**src/rtl/round_const_inv.sv**
```systemverilog
// rtl/round_const_inv.sv - LOONG decryption-side round-constant sequencer (inverse LFSR)
//
// Walks the 6-bit round-constant LFSR backwards from LAST_RC and emits the
// round-constant nibble matrix for rounds NUM_ROUNDS-1 down to 0, one matrix
// per valid/ready transfer.
//
// Ports:
//   clock      in   rising-edge clock
//   rst        in   asynchronous active-high reset
//   start      in   begin a sequence (only honoured in IDLE)
//   rc_ready   in   consumer accepts the current matrix
//   round_cnst out  [0:3][0:3] x 4-bit round-constant matrix for round j_out
//   rc_valid   out  round_cnst / j_out are valid
//   j_out      out  round index of the current matrix
//   busy       out  high in every state except IDLE
//   seq_done   out  one-cycle pulse after the round-0 transfer
//   rc_err     out  sticky self-check error flag
//
// Optional build macro: RCINV_SELFCHECK_EN enables the end-of-sequence
// self-check; without it rc_err is tied low.

module round_const_inv #(
  parameter int          NUM_ROUNDS = 33,
  parameter logic [5:0]  LAST_RC    = 6'h31
) (
  input  logic       clock,
  input  logic       rst,
  input  logic       start,
  input  logic       rc_ready,
  output logic [3:0] round_cnst [0:3][0:3],
  output logic       rc_valid,
  output logic [5:0] j_out,
  output logic       busy,
  output logic       seq_done,
  output logic       rc_err
);

  typedef enum logic [1:0] {IDLE, EMIT, DONE} state_t;

  localparam logic [5:0] LAST_J = 6'(NUM_ROUNDS - 1);

  state_t     state_q, state_d;
  logic [5:0] rc_q, rc_d;
  logic [5:0] j_q, j_d;
  logic       valid_q, valid_d;
  logic [3:0] mat_q [0:3][0:3];
  logic [3:0] mat_d [0:3][0:3];
  logic       load;
  logic       xfer;
  logic       last_xfer;

  // Undo one forward step n = {rc[4:0], rc[5]^rc[4]^1}.
  function automatic logic [5:0] rc_prev(input logic [5:0] n);
    return {n[0] ^ n[5] ^ 1'b1, n[5:1]};
  endfunction

  assign xfer      = (state_q == EMIT) && valid_q && rc_ready;
  assign last_xfer = xfer && (j_q == 6'd0);

  // State register
  always_ff @(posedge clock or posedge rst) begin
    if (rst) state_q <= IDLE;
    else     state_q <= state_d;
  end

  // Next-state logic
  always_comb begin
    state_d = state_q;
    case (state_q)
      IDLE:    if (start) state_d = EMIT;
      EMIT:    if (last_xfer) state_d = DONE;
      DONE:    state_d = IDLE;
      default: state_d = IDLE;
    endcase
  end

  // Output logic
  always_comb begin
    busy     = (state_q != IDLE);
    seq_done = (state_q == DONE);
  end

  // Datapath next values
  always_comb begin
    rc_d    = rc_q;
    j_d     = j_q;
    valid_d = valid_q;
    load    = 1'b0;
    if ((state_q == IDLE) && start) begin
      rc_d    = LAST_RC;
      j_d     = LAST_J;
      valid_d = 1'b1;
      load    = 1'b1;
    end else if (xfer) begin
      if (j_q != 6'd0) begin
        rc_d = rc_prev(rc_q);
        j_d  = j_q - 6'd1;
        load = 1'b1;
      end else begin
        valid_d = 1'b0;
      end
    end
  end

  // The matrix is mapped from the incoming rc so it lines up with rc_q; it is
  // only rewritten on a load, so DONE keeps the last matrix and reset leaves
  // it all-zero rather than the mapping of rc=0.
  always_comb begin
    for (int r = 0; r < 4; r++) begin
      for (int c = 0; c < 4; c++) begin
        mat_d[r][c] = load ? 4'd0 : mat_q[r][c];
      end
    end
    if (load) begin
      mat_d[0][3] = {3'b000, |rc_d[5:3]};
      mat_d[1][3] = {3'b000, |rc_d[2:0]};
      mat_d[2][3] = {3'b000, |rc_d[5:3]};
      mat_d[3][3] = {3'b000, |rc_d[2:0]};
      mat_d[1][2] = 4'd1;
      mat_d[2][2] = 4'd2;
      mat_d[3][2] = 4'd4;
    end
  end

  always_ff @(posedge clock or posedge rst) begin
    if (rst) begin
      rc_q    <= 6'd0;
      j_q     <= 6'd0;
      valid_q <= 1'b0;
      for (int r = 0; r < 4; r++) begin
        for (int c = 0; c < 4; c++) begin
          mat_q[r][c] <= 4'd0;
        end
      end
    end else begin
      rc_q    <= rc_d;
      j_q     <= j_d;
      valid_q <= valid_d;
      mat_q   <= mat_d;
    end
  end

  assign rc_valid   = valid_q;
  assign j_out      = j_q;
  assign round_cnst = mat_q;

`ifdef RCINV_SELFCHECK_EN
  logic [6:0] cnt_q, cnt_d;
  logic       err_q, err_d;

  // Count transfers of the current sequence; on the round-0 transfer the
  // final rc must be the round-0 constant and the count must be complete.
  always_comb begin
    cnt_d = cnt_q;
    err_d = err_q;
    if ((state_q == IDLE) && start) cnt_d = 7'd0;
    else if (xfer)                  cnt_d = cnt_q + 7'd1;
    if (last_xfer && ((rc_q != 6'h01) || (cnt_q + 7'd1 != 7'(NUM_ROUNDS))))
      err_d = 1'b1;
  end

  always_ff @(posedge clock or posedge rst) begin
    if (rst) begin
      cnt_q <= 7'd0;
      err_q <= 1'b0;
    end else begin
      cnt_q <= cnt_d;
      err_q <= err_d;
    end
  end

  assign rc_err = err_q;
`else
  assign rc_err = 1'b0;
`endif

endmodule

```
**config.mk**
```make
export PLATFORM = sky130hd
export DESIGN_NAME = round_const_inv
export DESIGN_NICKNAME = d
export VERILOG_FILES = /design/src/rtl/round_const_inv.sv
export SDC_FILE = /design/constraint.sdc
export NUM_CORES = 1
export LEC_CHECK = 0
export ABC_AREA = 0
export CAP_MARGIN = 20
export CORE_ASPECT_RATIO = 1.75
export CORE_MARGIN = 10
export CORE_UTILIZATION = 41
export CTS_BUF_LIST = sky130_fd_sc_hd__clkbuf_16
export DETAILED_ROUTE_END_ITERATION = 7
export MAX_ROUTING_LAYER = met4
export PLACE_DENSITY = 0.86
export SLEW_MARGIN = 15
export SYNTH_ARGS = -nofsm -noshare
export SYNTH_HDL_FRONTEND = slang
export SYNTH_SLANG_ARGS = --single-unit
```
**constraint.sdc**
```tcl
create_clock -name clock -period 2.6 [get_ports clock]
set_clock_uncertainty 0.1 [all_clocks]
set_input_delay 0.52 -clock clock [delete_from_list [all_inputs] [get_ports clock]]
set_output_delay 0.52 -clock clock [all_outputs]
set_load 0.02 [all_outputs]
```
======== After elaboration in Yosys (flattened, before gate mapping) ========
Cells that the tools add are included.
word-level totals
  register bits ........................... 18
  latch bits .............................. 0
  memory bits (writable) .................. 0
  bits in read-only memories .............. 0
  input port bits ......................... 4
  output and inout bits ................... 74
  word-level logic and storage cells ...... 45
  memories ................................ 0
cells by class
  $add $sub $neg .......................... 1
  $mul .................................... 0
  div/mod/pow operators ................... 0
  order comparisons ....................... 0
  equal/unequal tests ..................... 5
  shifts and indexed selects .............. 0
  multiplexer cells ....................... 15
  bitwise operators ....................... 2
  reductions and logical operators ........ 15
operators by type and width
  kind                 count
  $mux 6               6
  $logic_not 6->1      1
  $mux 1               6
  $ne 2x2->1 const B   3
  $reduce_and 2->1     3
  $reduce_bool 2->1    3
  $reduce_bool 6->1    1
  $reduce_or 3->1      2
  $sub 6x1->6 const B  1
  $logic_and 1x1->1    4
  $mux 2               2
  $pmux 2 s2           1
  $eq 2x1->1 const B   1
  $eq 2x2->1 const B   1
  $logic_not 2->1      1
  $not 1->1            1
  $xor 1x1->1          1

======== Logic depth before layout (Yosys ltp) ========
Gate-level depths: netlist of the first run.
  depth after elaboration ................. 6
  gate-level depth with buffers ........... 6
  mapped depth without buffers ............ 5

======== Worst setup path before layout of the first run ========
No wires, ideal clock.
  path kind ............................... register to register
  start ................................... reg j_q[2] (netlist: j_out[2])
  end ..................................... reg rc_q[0]
  setup time .............................. 0.125 ns
  data arrival time ....................... 1.601 ns
  data required time ...................... 2.375 ns
  path slack .............................. 0.774 ns
  cell stages (with the launch flop) ...... 6
  buffers on the path ..................... 2
  period minus slack after synthesis ...... 1.826 ns
  path through ............................ dfrtp_1 > or3_1 > buf_6 > o21ai_2 > buf_6 > mux2_4
on the way
  word-level cells in the longest chain between the ends .. 4
RTL lines
  what                    RTL line  source
  from (decl)             44        logic [5:0] j_q, j_d;
  from (signal assigned)  137       j_q <= j_d;
  $reduce_bool 6->1       95        if (j_q != 6'd0) begin
  $mux 6                  95
  $mux 6                  94        end else if (xfer) begin
  $mux 6                  89        if ((state_q == IDLE) && start) begin
  net rc_d[0]             43        logic [5:0] rc_q, rc_d;
  to (signal assigned)    136       rc_q <= rc_d;
  to (decl)               43
The timed path passes the listed nets, and every way through them passes these cells.
A chain may end at the register's enable or synchronous reset.

======== Worst setup path in the final report of the first run ========
  start ................................... reg state_q[1]
  end ..................................... out busy
on the way
  word-level cells in the longest chain between the ends .. 1
RTL lines
  what                    RTL line  source
  from (decl)             42        state_t state_q, state_d;
  from (signal assigned)  63        else state_q <= state_d;
  $reduce_bool 2->1       79        busy = (state_q != IDLE);
  to (decl)               33        output logic busy,
Every way passes these cells.

==> impl_metrics.yaml, run 1 <==
power:
  p_total_mw: 1.609
  p_per_area_mw_per_mm2: 1131
  p_leak_nw: 0.7484
  peakVddDrop_mv: 0.5952
critical_path:
  cp.required_ps: 1980
  arrival_ps: 1510
  crit_fanout: 7
  startpoint_type: "flip-flop"
  reg2reg_slack_ps: 510
  worstSetupPathType: "flip-flop to output port"
  reg2reg_to: "rc_q[0]"
  r2r_start: "j_out[2]"
  crit_path_end_kind: "output port"
  rr_worst_depth: 3
drt:
  drtPass1Iterations: 4
  drt_iter0_markers: 19
  drc: 0
  wl_per_cell_um: 13.01
  wl_mm: 2.667
  vias: 839
  via_per_inst: 4.093
  ant_nets: 0
global_routing:
  grt_max_degree: 19
  grt_pass1_vias: 960
  track_usage_pct: 9.066
  overflow: 0
  antenna_found_initial: 0
  grt_pass1_wl_mm: 4.478
finish:
  drive_above_1_share_pct: 6.173
  fin_cells: 205
  fill_cells: 338
  multi_input_area_um2: 615.6
  nNetsFinal: 169
  diodes: 0
  seqCellArea_um2: 450.4
  final_area_mm2: 0.001423
  utilization_pct: 44.80
  syn2layout_area_growth_pct: 3.835
worst_hold_path:
  whs_path_depth: 1
  hp-class: "flip-flop to flip-flop"
  worstHoldStart: "rc_q[5]"
  whs_endpoint: "rc_q[5]"
logic_synthesis:
  synth.avg_cell_area_um2: 9.384
  synth.distinct_cells: 25
  syn-cell-area_mm2: 0.001370
  seq_area_frac_synth_pct: 32.88
  netlist.area_leader.share_pct: 33.97
  synth_seq_cells: 18
  postSynthCellCount: 146
  ys_top_cells_by_area: "buf_4, dfrtp_1, mux2i_1, o211ai_1, nand2_1"
  synth_top_area_cell: "buf_4"
  yosys_warnings: 0
floorplanning:
  rows: 27
  ios: 78
  die_h_um: 96.47
  die_w_um: 63.70
  coreArea_mm2: 0.003176
  fp.dieArea_mm2: 0.006145
  initial_core_util_pct: 43.14
sta:
  whs_ps: 374.4
  slew_headroom_pct: 55.64
  rsz0062_at_grt: "no"
  hold_violations: 0
  period_needed_ps: 2127
  max_slew.worst_pin.slew_ps: 664.7
  fin_crit_sh_pct: 81.81
  timing.final.ws_setup_ps: 473.0
  fin_setup_tns_ps: 0
  drv_slew: 0
  setup_viol_count_final: 0
  fmaxAchievable_mhz: 470.2
placed_design:
  gp_congestion: 0.7684
  place_area_mm2: 0.001344
  hpwl_mm: 2.226
  dp_slack_ps: 467.7
  dp.cells: 201
  portBuffers: 19
clock_tree:
  postCtsSetupBuffers: 0
  cts_buffers: 3
  cts_tree: "built"
  holdBufCountCts: 0
  cts_sinks: 18
  ctsResizeCount: 0
  clk_latency_ps: 250
  root_buffer: "clkbuf_16"
  clk_pin_slew_worst_paths_ps: 50
  cts_buffer_depth: 2
  htreeDepth: 1
run_status:
  outcome: "finished, final reports clean"
run:
  drv_cap: 0
[worst max-delay path by stage]
| stage | start | end |
|---|---|---|
| detailed placement | rc_ready | rc_q[0] |
| floorplan | j_out[2] | rc_q[0] |
| finish | state_q[1] | busy |
| CTS | state_q[1] | busy |
| global route | state_q[0] | busy |
| global placement | rc_ready | rc_q[2] |
[worst max-delay path: stages, from the launching register on]
cell and delay, ps:
dfrtp_1 420, or2_2 300, clkdlybuf4s50_1 540
[power by group]
part | total (mW) | switching (mW) | internal (mW)
registers | 0.519 | 0.118 | 0.401
logic | 0.789 | 0.448 | 0.341
clock network | 0.301 | 0.0970 | 0.204
total | 1.61 | 0.663 | 0.946
[routing by layer]
metal  global-route usage (%)  part of all wire [%]  wire length, um
met1                    8.722                    38             1001
met2                    15.15                    49             1310
met3                    4.954                    13              342
met4                    3.297                  0.45               12
met5                        -                     0                0
[placed cells by master, fill, tap and decap left out]
| cell type | count |
|---|---|
| and4b_1 | 1 |
| clkinv_1 | 1 |
| nor3b_1 | 2 |
| or3b_2 | 1 |
| inv_1 | 7 |
| nand4b_1 | 1 |
| nor2b_1 | 1 |
| ha_1 | 2 |
| clkbuf_16 | 3 |
| nand2b_1 | 2 |
| conb_1 | 58 |
| o211ai_1 | 5 |
| o21ai_2 | 1 |
| or2_2 | 1 |
| mux2_4 | 2 |
| buf_4 | 1 |
| nor2_1 | 6 |
| clkdlybuf4s50_1 | 19 |
| nand2_1 | 9 |
| mux2i_1 | 11 |
| dfrtp_1 | 18 |
| or3_1 | 3 |
| nor3_2 | 1 |
| nor3_1 | 3 |
| o41ai_1 | 1 |
| o21ai_0 | 2 |
[cell families (layout without fill, tap and decap cells)]
| family | count (synthesis) | after routing | share of synthesized area (%) |
|---|---|---|---|
| muxes | 13 | 13 | 10.23 |
| DFF | 18 | 18 | 32.88 |
| buffers and inverters | 72 | 31 | 37.81 |
| and+or+nand+nor | 31 | 31 | 12.24 |
| AOI/OAI and AO/OA | 9 | 9 | 4.749 |
| other | 1 | 58 | 0.2737 |
| adders and majority gates | 2 | 2 | 1.826 |
[sequential cells by signal, summed over array words and instances, names as in the netlist]
register	flops
state_q	2
round_cnst	3
rc_q	6
rc_valid	1
j_out	6
[final cells by class]
class,instances,share of cell area [%]
Tap cell,43,3.782
Clock inverter,1,0.2639
Inverter,7,1.847
Clock buffer,3,5.277
Sequential cell,18,31.66
Multi-Input combinational cell,113,43.27
Timing Repair Buffer,20,13.90
[cells in the mapped netlist]
| master | n |
|---|---|
| conb_1 | 1 |
| clkbuf_1 | 1 |
| nand4b_1 | 1 |
| nor3_1 | 3 |
| nor3b_1 | 2 |
| ha_1 | 2 |
| nand2b_1 | 2 |
| buf_6 | 2 |
| or2_2 | 1 |
| nor2b_1 | 1 |
| nand2_1 | 9 |
| o211ai_1 | 5 |
| buf_4 | 62 |
| nor3_2 | 1 |
| o21ai_2 | 1 |
| inv_1 | 7 |
| o21ai_0 | 2 |
| mux2_4 | 2 |
| o41ai_1 | 1 |
| mux2i_1 | 11 |
| and4b_1 | 1 |
| nor2_1 | 6 |
| or3_1 | 3 |
| or3b_2 | 1 |
| dfrtp_1 | 18 |
No activity file was read; power rests on OpenSTA's default activity.
==> run 2: changes to the inputs <==
--- a/config.mk
+++ b/config.mk
@@ -9,11 +9,11 @@
 export CAP_MARGIN = 20
 export CORE_ASPECT_RATIO = 1.75
 export CORE_MARGIN = 10
-export CORE_UTILIZATION = 41
+export CORE_UTILIZATION = 38
 export CTS_BUF_LIST = sky130_fd_sc_hd__clkbuf_16
 export DETAILED_ROUTE_END_ITERATION = 7
 export MAX_ROUTING_LAYER = met4
-export PLACE_DENSITY = 0.86
+export PLACE_DENSITY = 0.81
 export SLEW_MARGIN = 15
 export SYNTH_ARGS = -nofsm -noshare
 export SYNTH_HDL_FRONTEND = slang
==> constraint.sdc (replaced) <==
create_clock -name clock -period 2.07 [get_ports clock]
set_clock_uncertainty 0.1 [all_clocks]
set_input_delay 0.414 -clock clock [delete_from_list [all_inputs] [get_ports clock]]
set_output_delay 0.414 -clock clock [all_outputs]
set_load 0.02 [all_outputs]
==> run 2 against run 1 <==
  * Power grew 28%
  * Worst setup slack got worse by 310 ps
  * Final area is 1.8% higher
  * First-iteration DRC count is 68% higher
  * Critical path type is now flip-flop to flip-flop
  * Largest cell class unchanged
  * Largest power group unchanged
  * Highest routed layer unchanged
==> impl_metrics.yaml, run 2 (synthesis results as in run 1) <==
finish:
  drive_above_1_share_pct: 7.927
  final_area_mm2: 0.001449
  syn2layout_area_growth_pct: 5.753
  nNetsFinal: 172
  mostFrequentLayoutCells: "conb_1, dfrtp_1, clkdlybuf4s50_1"
  mostFrequentLayoutCell: "conb_1"
  diodes: 0
drt:
  wl_met3_um: 330
  wl_met1_mm: 1.040
  via_per_inst: 4.144
  wl_per_cell_um: 13.34
  highest_layer: "met4"
  drc: 0
  drt_iter0_markers: 32
  wl_mm: 2.788
  ant_nets: 0
  drtPass1Iterations: 4
  vias: 866
  met2_length_mm: 1.368
clock_tree:
  cts_tree: "built"
  clk_latency_ps: 250
  holdBufCountCts: 0
  cts_buffers: 3
  cts_buffer_depth: 2
  htreeDepth: 1
  clk_pin_slew_worst_paths_ps: 50
  root_buffer: "clkbuf_16"
  postCtsSetupBuffers: 0
  cts_sinks: 18
floorplanning:
  initial_core_util_pct: 39.91
  die_h_um: 99.43
  rows: 28
  die_w_um: 65.39
  coreArea_mm2: 0.003433
  fp.dieArea_mm2: 0.006502
  ios: 78
global_routing:
  track_usage_pct: 8.525
  grt_max_degree: 19
  grt_pass1_wl_mm: 4.284
  grt_pass1_vias: 948
  overflow: 0
  antenna_found_initial: 0
placed_design:
  gp_congestion: 0.7737
  hpwl_mm: 2.319
  place_area_mm2: 0.001369
  portBuffers: 19
run:
  drv_cap: 0
critical_path:
  crit_path_end_kind: "flip-flop"
  slowest_delay_ps: 450
  startpoint_type: "flip-flop"
  critical_path.slowest_cell: "dfrtp_1"
  path_cells: "inv_1 > ha_1 > nand2b_1 > o21ai_2 > buf_4 > mux2i_1"
  path_buf_inv: 2
  arrival_ps: 1980
  path_delay_family: "flip-flops"
  crit_fanout: 7
  cp.required_ps: 2140
  worstSetupPathType: "flip-flop to flip-flop"
power:
  p_total_mw: 2.053
  peakVddDrop_mv: 0.5310
  p_per_area_mw_per_mm2: 1417
  p_leak_nw: 0.7826
sta:
  setup_viol_count_final: 0
  period_needed_ps: 1911
  fin_crit_sh_pct: 92.31
  whs_ps: 376.7
  hold_violations: 0
  drv_slew: 0
  rsz0062_at_grt: "no"
  fmaxAchievable_mhz: 523.3
  fin_setup_tns_ps: 0
run_status:
  outcome: "finished, final reports clean"
worst_hold_path:
  hp-class: "primary input to asynchronous set/reset pin"
-- run 2: cell types whose count changed in the layout (fill, tap and decap cells not counted), sizes merged --
cell           previous run  this run
buf                       1         4
clkdlybuf4s50            19        17
dlymetal6s2s              0         2
clkinv                    1         0
-- run 2: per-stage QoR --
step	setup WS, ps	cells	util, %
after global placement	140.8	206	39.87
after floorplan	243.7	203	-
after global routing	22.26	209	42.20
after detailed placement	110.9	206	39.87
final	159.2	209	42.20
after CTS	7.939	209	42.06
-- run 2: final timing paths --
kind                       startpoint              to  slack, ps  cells past startpoint
min in group clock            rc_q[5]         rc_q[5]        390                      1
hold reg to reg               rc_q[5]         rc_q[5]        390                      1
setup / recovery             j_out[0]  round_cnst[16]        160                      6
setup reg to reg             j_out[0]  round_cnst[16]        160                      6
hold / removal                    rst         rc_q[1]        380                      3
max in group asynchronous         rst         rc_q[2]       1300                      3
-- run 2: layer usage --
layer,global-route usage [%],up-vias
met5,-,-
met4,4.139,0
met3,5.056,3
met2,13.43,56
met1,8.021,417
li1,-,390
-- run 2: what timing repair did --
action | 4_1_cts | 5_1_grt
setup endpoints to repair | 0 | 2
hold endpoints to repair | 0 | 0
resized for setup | 0 | 2
-- run 2: tightest hold or removal path, delay by kind of cell --
family,cells,cell delay (ps)
buf+inv,3,680
-- run 2: final cells by class --
class / instances / area, um^2
tap: 45 / 56.30
multi-input combinational: 113 / 615.6
timing repair buffer: 23 / 225.2
fill: 378 / 1984
clock buffer: 3 / 75.07
sequential: 18 / 450.4
inverter: 7 / 26.28
-- run 2: where the power goes --
part           internal (mW)  leakage (nW)  switching [mW]
clock                  0.254        0.0370           0.127
sequential             0.504         0.201           0.150
combinational          0.450         0.545           0.568
total                   1.21         0.783           0.845
